[src/rtl/exc_pkg.sv]
// exc_pkg: shared states, cause codes, vectors and PC-select codes for exception_ctrl.
// Defining EXC_DIV0_EN makes divide-by-zero an exception source.
package exc_pkg;
    typedef enum logic [2:0] {IDLE, SAVE, READ, WAIT, LOAD, RET} state_t;
    typedef enum logic [1:0] {C_NONE = 2'b00, C_INV = 2'b01, C_OVF = 2'b10, C_DIV0 = 2'b11} cause_t;
    localparam logic [7:0] VEC_INV  = 8'hFD;
    localparam logic [7:0] VEC_OVF  = 8'hFE;
    localparam logic [7:0] VEC_DIV0 = 8'hFF;
    localparam logic [2:0] SEL_ALU = 3'b000;
    localparam logic [2:0] SEL_MEM = 3'b010;
    localparam logic [2:0] SEL_EPC = 3'b100;
`ifdef EXC_DIV0_EN
    localparam logic DIV0_EN = 1'b1;
`else
    localparam logic DIV0_EN = 1'b0;
`endif
    function automatic logic [7:0] vector(input cause_t c);
        return c == C_INV ? VEC_INV : c == C_OVF ? VEC_OVF : VEC_DIV0;
    endfunction
endpackage

[src/rtl/exc_prio_enc.sv]
// exc_prio_enc: fixed-priority encoder of exception sources, inv_op > ovf > div0.
module exc_prio_enc
    import exc_pkg::*;
(
    input  logic   inv_op,
    input  logic   ovf,
    input  logic   div0,
    output logic   valid,
    output cause_t cause
);
    assign valid = inv_op | ovf | div0;
    assign cause = inv_op ? C_INV : ovf ? C_OVF : div0 ? C_DIV0 : C_NONE;
endmodule

[src/rtl/exception_ctrl.sv]
// exception_ctrl: Moore FSM that saves EPC, fetches the handler vector and drives the PC mux.
// Divide-by-zero is honoured only when EXC_DIV0_EN is defined.
module exception_ctrl
    import exc_pkg::*;
(
    input  logic        clk,
    input  logic        reset,
    input  logic        exc_check,
    input  logic        inv_op,
    input  logic        ovf,
    input  logic        div0,
    input  logic        eret,
    input  logic [31:0] pc_in,
    input  logic [7:0]  mem_rdata,
    output logic [31:0] mem_addr,
    output logic        mem_rd,
    output logic [31:0] epc,
    output logic [1:0]  cause,
    output logic [2:0]  pc_sel,
    output logic        pc_wr,
    output logic        busy
);
    state_t state, next;
    cause_t cause_q, enc_cause;
    logic   enc_valid;
    logic   unused_ok;

    exc_prio_enc u_enc (
        .inv_op (inv_op),
        .ovf    (ovf),
        .div0   (div0 & DIV0_EN),
        .valid  (enc_valid),
        .cause  (enc_cause)
    );

    // mem_rdata feeds the external PC mux directly; this block only selects it
    assign unused_ok = ^mem_rdata;
    assign cause     = cause_q;

    always_ff @(posedge clk) begin
        if (!reset) begin
            state   <= IDLE;
            epc     <= '0;
            cause_q <= C_NONE;
        end else begin
            state <= next;
            if (state == IDLE && next == SAVE) cause_q <= enc_cause;
            if (state == SAVE) epc <= pc_in - 32'd4;
        end
    end

    always_comb begin
        next     = IDLE;
        mem_rd   = 1'b0;
        mem_addr = '0;
        pc_sel   = SEL_ALU;
        pc_wr    = 1'b0;
        busy     = state != IDLE;
        case (state)
            IDLE: next = exc_check && enc_valid ? SAVE : eret ? RET : IDLE;
            SAVE: next = READ;
            READ, WAIT: begin
                next     = state == READ ? WAIT : LOAD;
                mem_rd   = 1'b1;
                mem_addr = {24'b0, vector(cause_q)};
            end
            LOAD: begin
                pc_sel = SEL_MEM;
                pc_wr  = 1'b1;
            end
            RET: begin
                pc_sel = SEL_EPC;
                pc_wr  = 1'b1;
            end
            default: next = IDLE;
        endcase
    end
endmodule

[config.mk]
export PLATFORM = sky130hd
export DESIGN_NAME = exception_ctrl
export DESIGN_NICKNAME = d
export VERILOG_FILES = /design/src/rtl/exc_pkg.sv /design/src/rtl/exc_prio_enc.sv /design/src/rtl/exception_ctrl.sv
export SDC_FILE = /design/constraint.sdc
export NUM_CORES = 1
export LEC_CHECK = 0
export BUFFER_PORTS_ARGS = -buffer_cell sky130_fd_sc_hd__buf_2
export CORE_AREA = 2 2 77 79
export DETAILED_ROUTE_END_ITERATION = 16
export DIE_AREA = 0 0 79 81
export PLACE_DENSITY = 0.76
export RECOVER_POWER = 100
export SLEW_MARGIN = 30
export SYNTH_ARGS = -nofsm -noshare
export SYNTH_HDL_FRONTEND = slang
export SYNTH_SLANG_ARGS = --single-unit
[constraint.sdc]
create_clock -name clk -period 1.9 [get_ports clk]
set_input_delay 0.19 -clock clk [delete_from_list [all_inputs] [get_ports clk]]
set_output_delay 0.19 -clock clk [all_outputs]
set_load 0.005 [all_outputs]
Yosys cells after proc, flatten, opt, wreduce, memory -nomap -nowiden
Cells that the tools add are included.

Logic and storage cells: 31. Output and inout bits: 72. Bits of input ports: 47. Register bits after elaboration: 37.

Bitwise operators: 1. Equal/unequal tests: 8. Add/subtract/negate cells: 1. Reduce and logical (&&, ||, !) cells: 6. Multiplexer cells: 12.

Operator list (number): $sub A32 B3 Y32 const B (1); $mux W3 (3); $pmux W3 S3 (1); $mux W8 (1); $eq A3 B1 Y1 const B (2); $eq A3 B2 Y1 const B (2); $eq A3 B3 Y1 const B (2); $mux W2 (3); $pmux W3 S2 (1); $reduce_or A2 Y1 (2); $logic_not A3 Y1 (1); $mux W1 (3); $reduce_bool A3 Y1 (1); $eq A2 B1 Y1 const B (1); $eq A2 B2 Y1 const B (1); $logic_and A1 B1 Y1 (2); $or A1 B1 Y1 (1).

Longest topological paths before layout
Depth in word-level cells: 6. Gate-level depth with buffers: 7. Mapped depth without buffers: 6.

By module
A second synthesis with hierarchy kept.

Cell total of the unflattened synthesis: 260. Area, all modules: 2149.6 um^2.

By module, submodules not included: exception_ctrl (seq. area each 740.7 um^2, area each 2123.3 um^2, cells an instance 255, times used 1); exc_prio_enc (seq. area each 0.0 um^2, area each 26.3 um^2, cells an instance 5, times used 1).

Worst setup path before layout
OpenSTA, ideal clock, no wires.

Path type: input to register. Start: in pc_in[19]. End: reg epc[25]. Arrival: 1944 ps. Path buffers: 1. Cell stages on the path: 5. Setup slack: -118 ps. Data required time: 1826 ps. Library setup time: 74 ps. Cells stage by stage: or4_4 -> or4b_1 -> buf_2 -> or4_1 -> a31oi_1.

Cells in the longest elaborated chain, start to end: 1.

RTL lines: from (decl) (line exception_ctrl.sv:13) `input logic [31:0] pc_in,`; $sub A32 B3 Y32 (line exception_ctrl.sv:48) `if (state == SAVE) epc <= pc_in - 32'd4;`; to (signal assigned) (line exception_ctrl.sv:48); to (decl) (line exception_ctrl.sv:17) `output logic [31:0] epc,`.

Every way passes these cells. A chain may end at the register's enable or synchronous reset.

Worst setup path after layout
Start: in pc_in[19]. End: reg epc[29].

Same word-level chain as after synthesis.

==> results_dict.tcl <==
set metrics [dict create \
    cp_cell_sequence "clkbuf_1 > or4_4 > clkbuf_1 > or4_4 > or4_1 > a31oi_1" \
    layout_commonest_cell "buf_2" \
    cts_buffers 5 \
    drtPass1Iterations 5 \
    drc 0 \
    ys_seq_area_share_pct 33.3 \
    critPathTopFamily "simple AND/OR/NAND/NOR gates" \
    dp_slack_ns -0.343 \
    syn_area_um2 2220 \
    ys_types 44 \
    die_x_um 79 \
    crit_arrival_ns 2.06 \
    r2r_slack_ns 0.15 \
    tns_ns 0 \
    slowest_stage "or4_4" \
    layout-drive-gt1-share_pct 28.3 \
    fin_ws_ns 0.0526 \
    coreArea_um2 5680 \
    finalCriticalPeriod_ns 1.85 \
    diodes 0 \
    clock.fmax_mhz 541 \
    dp_hpwl_mm 4.60 \
    grt_max_degree 59 \
    clock_latency_ns 0.28 \
    postSynthAreaPerCell_um2 8.00 \
    clk_pin_slew_ns 0.07 \
    postRouteAntennaNets 0 \
    synth_top_cell_by_area "dfxtp_1" \
    cts_tree "built" \
    max_stage_delay_ns 0.54 \
    power-per-cell-area_nw_per_um2 711 \
    switchingPower_uw 631 \
    drv_slew 0 \
    routabilityCongestion 0.797 \
    antenna_found_initial 0 \
    io_pins 119 \
    rsz0062_at_grt "no" \
    finalHoldViolCount 0 \
    via_count 2350 \
    synthToLayoutAreaGrowth_pct 29.7 \
    clock_power_share_pct 27.5 \
    cp-start-kind "input pin" \
    nets 433 \
    final_util_pct 50.8 \
    vdd_drop_max_v 0.000370 \
    cap_viol_max_count 0 \
    fp-row-count 28 \
    post_cts_buffers 0 \
    worst-path-buf-inv 2 \
    die_y_um 81 \
    die_area_um2 6400 \
    grtUsageTotal_pct 18.2 \
    drt_iter0_markers 123 \
    cts_hold_buf 0 \
    cts.sinks 37 \
    fin_crit_sh_pct 97.2 \
    h-tree-depth 2 \
    yosysWarnings 0 \
    cts_resized 1 \
    synth.area.top_cells "dfxtp_1, buf_4, o21ai_0" \
    critPathCaptureType "flip-flop" \
    cts_buffer_depth 2 \
    grt_pass1_vias 2071 \
    critPathRequiredTime_ns 2.12 \
    combinationalPowerShare_pct 27.3 \
    internal_power_uw 1420 \
    status "completed" \
    crit_type "in2reg" \
    synth.top_cell.area_share_pct 33.3 \
    mostFrequentLayoutCells "buf_2, dfxtp_1, buf_4, clkbuf_1, o21ai_0" \
    sw_frac_of_total_pct 30.7 \
    crit_fanout 5 \
    synth_cells 278 \
    power_uw 2050 \
    start_util_pct 39.2 \
    seqPwrFrac_pct 45.2 \
    hold_ws_ns 0.118 \
    detail_route.wl_per_cell_um 13.2 \
    setup_viol 0 \
    p_leak_uw 0.00120 \
    grt_pass1_wl_mm 9.34 \
    vias_per_cell 5.11 \
    port-buffer-count 84 \
    ys_ff_latch 37 \
    hold_path.class "in2reg" \
    cts-root-buf "clkbuf_8" \
    globalRouteOverflowTotal 0 \
    clock_skew_ns 0.00851 \
    routed_wl_mm 6.07 \
]
-- stage by stage --
stage | instances | area (um2)
CTS | 460 | 2930
finish | 460 | 2880
detailed placement | 453 | 2840
floorplan | 302 | 2310
global placement | 453 | 2840
global route | 460 | 2880
-- cell families after synthesis --
kind of cell             synth area share, %
XOR/XNOR                                3.55
buffers and inverters                   14.0
AO/OA/AOI/OAI                           20.1
other                                  0.169
adder cells (fa/ha/maj)                0.563
AND/OR/NAND/NOR                         28.3
flip-flops                              33.3
-- final cells by class --
type | instances | area (um2)
Fill cell | 604 | 2790
Multi-Input combinational cell | 214 | 1270
Sequential cell | 37 | 741
Timing Repair Buffer | 123 | 682
Tap cell | 75 | 93.8
Clock buffer | 7 | 86.3
Inverter | 4 | 15.0
-- power groups by stage --
stage / Clock, uW / Sequential (uW) / Combinational, uW
after CTS: 575 / 927 / 585
after detailed placement: 0 / 944 / 582
final: 563 / 928 / 560
after global routing: 609 / 939 / 632
after global placement: 0 / 940 / 567
after floorplan: 0 / 950 / 331
-- state kept, by name (all words and copies together) (netlist names) --
signal	flops
epc	32
state	3
cause	2
-- cell usage after synthesis (all sizes together) --
master    n
dfxtp    37
buf      33
o21ai    28
nor2     18
or4      15
clkbuf   14
nand2    13
or3      13
a31oi    12
a21oi     9
nand3     8
nor3      8
o31ai     7
a211oi    6
xor2      5
inv       4
nand2b    4
nor2b     4
xnor2     4
a22oi     3
a311oi    3
and3      3
nand4b    3
and2      2
nor3b     2
nor4      2
nor4b     2
o2111ai   2
or2       2
or3b      2
a21boi    1
a32oi     1
and4      1
and4b     1
conb      1
ha        1
nand3b    1
nor4bb    1
o21a      1
or4b      1
-- per-layer routing --
metal	GRT usage, %	share of wire (%)
met3	4.78	6.2
met5	0	0
met2	31.1	49
met1	22.7	44
met4	5.52	0.81
-- worst paths after layout --
| check | start | end | cells past startpoint |
|---|---|---|---|
| worst min register to register | epc[0] | epc[0] | 2 |
| worst min-delay path | inv_op | cause[1] | 2 |
| worst max register to register | state[0] | epc[21] | 4 |
| worst max-delay path | pc_in[19] | epc[29] | 6 |
No activity file was read; power rests on OpenSTA's default activity.
